`config.mk`:
```
export PLATFORM = sky130hd
export DESIGN_NAME = regfile_wb_ctrl_flat
export DESIGN_NICKNAME = d
export VERILOG_FILES = /design/src/rtl/regfile_wb_ctrl_if.sv /design/src/rtl/regfile_wb_ctrl.sv /design/src/flat_wrapper.sv
export SDC_FILE = /design/constraint.sdc
export NUM_CORES = 1
export LEC_CHECK = 0
export CORE_ASPECT_RATIO = 1.5
export CORE_MARGIN = 8
export CORE_UTILIZATION = 54
export CTS_BUF_LIST = sky130_fd_sc_hd__clkbuf_4
export DETAILED_ROUTE_END_ITERATION = 16
export PLACE_DENSITY = 0.9
export SLEW_MARGIN = 10
export SYNTH_ARGS = -nofsm -noshare
export SYNTH_HDL_FRONTEND = slang
export SYNTH_SLANG_ARGS = --single-unit
```
`constraint.sdc`:
```
create_clock -name clk -period 4.2 [get_ports clk]
set_input_delay 0.42 -clock clk [delete_from_list [all_inputs] [get_ports clk]]
set_output_delay 0.42 -clock clk [all_outputs]
set_load 0.02 [all_outputs]
```
`src/rtl/regfile_wb_ctrl_if.sv`:
```
// Write-request handshake between a result producer and the register-file
// write-back sequencer.
interface regfile_wb_ctrl_if;
  logic       in_valid;
  logic       in_ready;
  logic [1:0] in_addr;
  logic [7:0] in_data;

  modport master (output in_valid, output in_addr, output in_data, input in_ready);
  modport slave  (input in_valid, input in_addr, input in_data, output in_ready);
endinterface

```
`src/rtl/regfile_wb_ctrl.sv`:
```
// Write-back sequencer for a 4x8 dual-port register file: queues write requests,
// generates a glitch-free asynchronous write strobe and forwards pending writes.
module regfile_wb_ctrl #(
  parameter int DEPTH         = 2,
  parameter int STROBE_CYCLES = 1
) (
  input  logic        clk,
  input  logic        _reset,
  regfile_wb_ctrl_if.slave in_if,
  output logic        _wr_en,
  output logic [1:0]  wr_addr,
  output logic [7:0]  wr_data,
  input  logic        _rdL_en,
  input  logic [1:0]  rdL_addr,
  input  logic [7:0]  rdL_raw,
  output logic [7:0]  rdL_fwd,
  input  logic        _rdR_en,
  input  logic [1:0]  rdR_addr,
  input  logic [7:0]  rdR_raw,
  output logic [7:0]  rdR_fwd,
  output logic        busy
);

  localparam int CW = $clog2(DEPTH + 1);
  localparam logic [1:0] SC_LAST = 2'(STROBE_CYCLES - 1);

  typedef enum logic [1:0] {IDLE, SETUP, STROBE, HOLD} state_t;

  state_t        state_q;
  logic          wr_en_n_q;
  logic [1:0]    strobe_cnt_q;
  logic [CW-1:0] cnt_q, cnt_d;
  logic [1:0]    q_addr_q [DEPTH];
  logic [1:0]    q_addr_d [DEPTH];
  logic [7:0]    q_data_q [DEPTH];
  logic [7:0]    q_data_d [DEPTH];
  logic [1:0]    wr_addr_q, wr_addr_d;
  logic [7:0]    wr_data_q, wr_data_d;
  logic          push_s, pop_s;
  logic [CW-1:0] push_idx_s;

  // Head is popped at the end of HOLD; the queue is never empty in that state.
  assign pop_s           = (state_q == HOLD);
  assign in_if.in_ready  = (cnt_q < CW'(DEPTH));
  assign push_s          = in_if.in_valid && in_if.in_ready;
  assign push_idx_s      = pop_s ? (cnt_q - CW'(1)) : cnt_q;

  // Queue next-state: shift toward the head on pop, append at the tail on push.
  always_comb begin
    cnt_d = cnt_q;
    for (int i = 0; i < DEPTH; i++) begin
      q_addr_d[i] = q_addr_q[i];
      q_data_d[i] = q_data_q[i];
    end
    if (pop_s) begin
      for (int i = 0; i < DEPTH - 1; i++) begin
        q_addr_d[i] = q_addr_q[i+1];
        q_data_d[i] = q_data_q[i+1];
      end
    end else begin
      cnt_d = cnt_q;
    end
    if (push_s) begin
      for (int i = 0; i < DEPTH; i++) begin
        if (CW'(i) == push_idx_s) begin
          q_addr_d[i] = in_if.in_addr;
          q_data_d[i] = in_if.in_data;
        end else begin
          q_addr_d[i] = q_addr_d[i];
        end
      end
    end else begin
      cnt_d = cnt_d;
    end
    case ({push_s, pop_s})
      2'b10:   cnt_d = cnt_q + CW'(1);
      2'b01:   cnt_d = cnt_q - CW'(1);
      default: cnt_d = cnt_q;
    endcase
  end

  // Queue storage and occupancy.
  always_ff @(posedge clk or negedge _reset) begin
    if (!_reset) begin
      cnt_q <= '0;
      for (int i = 0; i < DEPTH; i++) begin
        q_addr_q[i] <= 2'd0;
        q_data_q[i] <= 8'd0;
      end
    end else begin
      cnt_q <= cnt_d;
      for (int i = 0; i < DEPTH; i++) begin
        q_addr_q[i] <= q_addr_d[i];
        q_data_q[i] <= q_data_d[i];
      end
    end
  end

  // Write strobe sequencer; _wr_en comes straight from a flop.
  always_ff @(posedge clk or negedge _reset) begin
    if (!_reset) begin
      state_q      <= IDLE;
      wr_en_n_q    <= 1'b1;
      strobe_cnt_q <= 2'd0;
    end else begin
      case (state_q)
        IDLE: begin
          wr_en_n_q <= 1'b1;
          if (cnt_q != '0) state_q <= SETUP;
          else             state_q <= IDLE;
        end
        SETUP: begin
          wr_en_n_q    <= 1'b0;
          strobe_cnt_q <= 2'd0;
          state_q      <= STROBE;
        end
        STROBE: begin
          if (strobe_cnt_q == SC_LAST) begin
            wr_en_n_q <= 1'b1;
            state_q   <= HOLD;
          end else begin
            strobe_cnt_q <= strobe_cnt_q + 2'd1;
          end
        end
        HOLD: begin
          wr_en_n_q <= 1'b1;
          if (cnt_q > CW'(1)) state_q <= SETUP;
          else                state_q <= IDLE;
        end
        default: begin
          wr_en_n_q <= 1'b1;
          state_q   <= IDLE;
        end
      endcase
    end
  end

  // Address/data load: IDLE takes the head, HOLD takes the entry behind it.
  always_comb begin
    wr_addr_d = wr_addr_q;
    wr_data_d = wr_data_q;
    if (state_q == IDLE && cnt_q != '0) begin
      wr_addr_d = q_addr_q[0];
      wr_data_d = q_data_q[0];
    end else if (state_q == HOLD && cnt_q > CW'(1)) begin
      wr_addr_d = q_addr_q[1];
      wr_data_d = q_data_q[1];
    end else begin
      wr_addr_d = wr_addr_q;
      wr_data_d = wr_data_q;
    end
  end

  // Deliberately unreset so a reset during STROBE still latches the right data.
  always_ff @(posedge clk) begin
    wr_addr_q <= wr_addr_d;
    wr_data_q <= wr_data_d;
  end

  // Forwarding: later (younger) matches overwrite earlier ones.
  always_comb begin
    rdL_fwd = rdL_raw;
    rdR_fwd = rdR_raw;
    for (int i = 0; i < DEPTH; i++) begin
      if (!_rdL_en && CW'(i) < cnt_q && q_addr_q[i] == rdL_addr) rdL_fwd = q_data_q[i];
      else                                                      rdL_fwd = rdL_fwd;
      if (!_rdR_en && CW'(i) < cnt_q && q_addr_q[i] == rdR_addr) rdR_fwd = q_data_q[i];
      else                                                      rdR_fwd = rdR_fwd;
    end
  end

  assign _wr_en  = wr_en_n_q;
  assign wr_addr = wr_addr_q;
  assign wr_data = wr_data_q;
  assign busy    = (cnt_q != '0) || (state_q != IDLE);

endmodule

```
`src/flat_wrapper.sv`:
```
// flat-port wrapper written by rule: the top's interface ports become plain ports
module regfile_wb_ctrl_flat 
#(
  parameter int DEPTH         = 2,
  parameter int STROBE_CYCLES = 1
)
  (clk, _reset, _wr_en, wr_addr, wr_data, _rdL_en, rdL_addr, rdL_raw, rdL_fwd, _rdR_en, rdR_addr, rdR_raw, rdR_fwd, busy, in_if_in_valid, in_if_in_addr, in_if_in_data, in_if_in_ready);
  regfile_wb_ctrl_if in_if_i ();
  input  logic clk;
  input  logic _reset;
  output logic _wr_en;
  output logic [1:0] wr_addr;
  output logic [7:0] wr_data;
  input  logic _rdL_en;
  input  logic [1:0] rdL_addr;
  input  logic [7:0] rdL_raw;
  output logic [7:0] rdL_fwd;
  input  logic _rdR_en;
  input  logic [1:0] rdR_addr;
  input  logic [7:0] rdR_raw;
  output logic [7:0] rdR_fwd;
  output logic busy;
  input wire logic [$bits(in_if_i.in_valid)-1:0] in_if_in_valid;
  input wire logic [$bits(in_if_i.in_addr)-1:0] in_if_in_addr;
  input wire logic [$bits(in_if_i.in_data)-1:0] in_if_in_data;
  output wire logic [$bits(in_if_i.in_ready)-1:0] in_if_in_ready;
  assign in_if_i.in_valid = in_if_in_valid;
  assign in_if_i.in_addr = in_if_in_addr;
  assign in_if_i.in_data = in_if_in_data;
  assign in_if_in_ready = in_if_i.in_ready;
  regfile_wb_ctrl #(.DEPTH(DEPTH), .STROBE_CYCLES(STROBE_CYCLES)) u_core (.clk(clk), ._reset(_reset), .in_if(in_if_i), ._wr_en(_wr_en), .wr_addr(wr_addr), .wr_data(wr_data), ._rdL_en(_rdL_en), .rdL_addr(rdL_addr), .rdL_raw(rdL_raw), .rdL_fwd(rdL_fwd), ._rdR_en(_rdR_en), .rdR_addr(rdR_addr), .rdR_raw(rdR_raw), .rdR_fwd(rdR_fwd), .busy(busy));
endmodule
```
==> results.sh <==
export IMPL_crit_slowest_cell="clkdlybuf4s50_1"
export IMPL_slowest_delay_ns=0.65
export IMPL_numCtsBuffers=5
export IMPL_vias_per_cell=6.35
export IMPL_cts_setup_buffers=0
export IMPL_ff2ff_path_depth=4
export IMPL_wire_per_inst_um=20.1
export IMPL_finalSetupViolCount=0
export IMPL_syn_area_mm2=0.00242
export IMPL_rows=30
export IMPL_ios=64
export IMPL_totalWireLength_um=6530
export IMPL_clkPwrFrac=0.083
export IMPL_cp_data_required_time_ns=3.78
export IMPL_grt_pass1_vias=2198
export IMPL_die_h_um=98.0
export IMPL_drive_gt1_frac=0.206
export IMPL_syn_avg_cell_area_um2=11.2
export IMPL_path_buf_inv=2
export IMPL_startpoint_type="flop"
export IMPL_hold_viol=0
export IMPL_antenna_found_initial=0
export IMPL_fin_nets=322
export IMPL_fin_cells=325
export IMPL_cts_tree="built"
export IMPL_grt_pass1_wl_um=10800
export IMPL_path_depth=6
export IMPL_clock_path_buffers=2
export IMPL_slew_viol_final=0
export IMPL_grt_overflow_total=0
export IMPL_skew_ns=0.0131
export IMPL_use_met3=0.0595
export IMPL_synthCells=216
export IMPL_grt_max_degree=28
export IMPL_gp_congestion=0.905
export IMPL_p_int_mw=1.35
export IMPL_drcViolationCount=0
export IMPL_die_x_um=70.7
export IMPL_tns_ns=0
export IMPL_antenna_cells=0
export IMPL_critPathTopFamily="simple AND/OR/NAND/NOR gates"
export IMPL_hold_buffers=0
export IMPL_status="finished clean"
export IMPL_cp_arrival_ns=3.04
export IMPL_core_mm2=0.00443
export IMPL_synth_seq_area_share=0.403
export IMPL_cts_resized=0
export IMPL_crit_type="reg -> out"
export IMPL_via_count=2063
export IMPL_ant_nets=0
export IMPL_cellPowerDensity_mw_per_mm2=775
export IMPL_ys_warnings_count=0
export IMPL_syn_to_final_growth_pct=28.8
export IMPL_tightest_slew_ns=0.894
export IMPL_met1_usage=0.213
export IMPL_max_freq_mhz=289
export IMPL_drt_first_pass_iters=4
export IMPL_dp_cells=317
export IMPL_p_leak_nw=1.16
export IMPL_p_seq_frac=0.331
export IMPL_worst_setup_path_end_kind="output pin"
export IMPL_dieArea_mm2=0.00693
export IMPL_timing_hold_ws_ns=0.417
export IMPL_drtIter0Drc=137
export IMPL_cts_root_buffer="clkbuf_4"
export IMPL_ys_seq_elements=37
export IMPL_grt_busiest_layer="met2"
export IMPL_ys_types=31
export IMPL_syn_num_nets=262
export IMPL_clkTransAtPathRegs_ns=0.11
export IMPL_cp_max_fo=9
export IMPL_vdd_drop_max_v=0.000370
export IMPL_power_switching_mw=1.07
export IMPL_fin_crit_sh=0.824
export IMPL_h_tree_depth=2
export IMPL_clk_latency_ns=0.36
export IMPL_numPortBuffers=63
export IMPL_drv_cap=0
export IMPL_clock_sink_count=37
export IMPL_swShare=0.441
export IMPL_place_hpwl_um=5100
export IMPL_initial_core_util=0.547
export IMPL_power_share_combinational=0.586
export IMPL_hold_path_class="in -> async"
export IMPL_fin_crit_ns=3.46
export IMPL_met2_usage=0.323
export IMPL_crit_chain="inv_1 > ha_1 > or3b_1 > or3_1 > a31oi_1 > clkdlybuf4s50_1"
export IMPL_slew_limit_headroom=0.401
export IMPL_rsz0062_at_grt="false"
export IMPL_grtUsageTotal=0.196
==> placed cells by master (no fill, tap or decap), types with 3 or more instances in the layout <==
cell / n
clkdlybuf4s50_1: 63
mux2_2: 41
dfrtp_1: 26
o31ai_1: 18
nand4_1: 17
nor4_1: 16
a31oi_1: 14
ha_1: 11
edfxtp_1: 10
xor2_1: 8
xnor2_1: 8
clkbuf_4: 7
inv_1: 6
nand2_1: 6
nand2b_1: 4
nor2_1: 3
==> cells in the mapped netlist <==
library cell  instances  area share
ha_1                 11       0.057
buf_2                 5       0.010
buf_6                 2      0.0093
dfrtp_1              26        0.27
o31ai_1              18       0.056
a21oi_1               1      0.0021
mux2_2               41        0.19
a31oi_1              14       0.036
nor2_1                3      0.0046
or2_2                 2      0.0052
dfstp_2               1       0.011
clkbuf_1              3      0.0046
or3_1                 2      0.0052
xnor2_1               8       0.029
nand3b_1              1      0.0031
a31oi_4               1      0.0088
inv_1                 6      0.0093
nand2b_1              4       0.010
nor3b_1               1      0.0031
edfxtp_1             10        0.12
buf_1                 1      0.0015
o21ai_0               2      0.0041
nand3_1               1      0.0021
a31oi_2               1      0.0052
nand2_1               6      0.0093
o221a_2               1      0.0046
or3b_1                2      0.0072
xor2_1                8       0.029
mux2i_1               1      0.0041
nand4_1              17       0.044
nor4_1               16       0.041
==> final timing paths <==
| path | from | end | slack [ns] |
|---|---|---|---|
| setup reg to reg | u_core.state_q[0] | u_core.q_data_q[1] | 1.65 |
| min in group clk | u_core._wr_en | u_core._wr_en | 0.51 |
| hold / removal | _reset | u_core.cnt_q[1] | 0.42 |
| setup / recovery | u_core.cnt_q[1] | rdR_fwd[1] | 0.74 |
| hold reg to reg | u_core._wr_en | u_core._wr_en | 0.51 |
| max in group asynchronous | _reset | u_core._wr_en | 3.48 |
==> kinds of logic after synthesis <==
logic type / Yosys count / synth area share
xor+xnor: 16 / 0.0579
compound gates: 38 / 0.117
flops: 37 / 0.403
buf+inv: 17 / 0.0351
mux: 42 / 0.195
fa+ha+maj: 11 / 0.0568
simple gates: 55 / 0.135
==> flip-flops by register name, indices dropped and copies added (netlist names) <==
signal	flops
u_core.cnt_q	2
u_core._wr_en	1
u_core.state_q	2
u_core.wr_data	8
u_core.wr_addr	2
u_core.q_data_q	16
u_core.q_addr_q	4
u_core.strobe_cnt_q	2
==> worst register-to-register path, stage by stage (launching register included) <==
cell,delay (ns)
dfrtp_1,0.48
ha_1,0.57
xnor2_1,0.19
nor3b_2,0.77
mux2_2,0.43
==> metal layers <==
metal,wire length [µm],vias to the layer above
li1,-,969
met1,2540,973
met2,3250,99
met3,477,22
met4,255,0
met5,0,-
==> power by group through the flow <==
stage | clock (mW) | sequential, mW | combinational, mW
after CTS | 0.203 | 0.795 | 1.42
after global placement | 0 | 0.790 | 1.36
after global routing | 0.216 | 0.825 | 1.53
final | 0.201 | 0.800 | 1.42
after floorplan | 0 | 0.786 | 0.935
after detailed placement | 0 | 0.802 | 1.41
==> area by class of cell <==
| class | instances | area, µm² |
|---|---|---|
| Multi-Input combinational cell | 162 | 1370 |
| Fill cell | 347 | 1310 |
| Sequential cell | 37 | 977 |
| Timing Repair Buffer | 64 | 638 |
| Tap cell | 48 | 60.1 |
| Clock buffer | 7 | 52.6 |
| Inverter | 6 | 22.5 |
| Clock inverter | 1 | 5.00 |
==> per-stage QoR <==
stage | utilization | setup slack, ns | cell area, µm² | total power, mW
5_1_grt | 0.705 | 0.624 | 3120 | 2.57
3_5_place_dp | 0.692 | 1.04 | 3060 | 2.21
6_report | 0.705 | 0.740 | 3120 | 2.42
3_3_place_gp | 0.692 | 1.09 | 3060 | 2.15
4_1_cts | 0.705 | 0.741 | 3120 | 2.42
2_1_floorplan | - | 1.71 | 2420 | 1.72
Note: power is estimated with default switching activity, not from simulation.
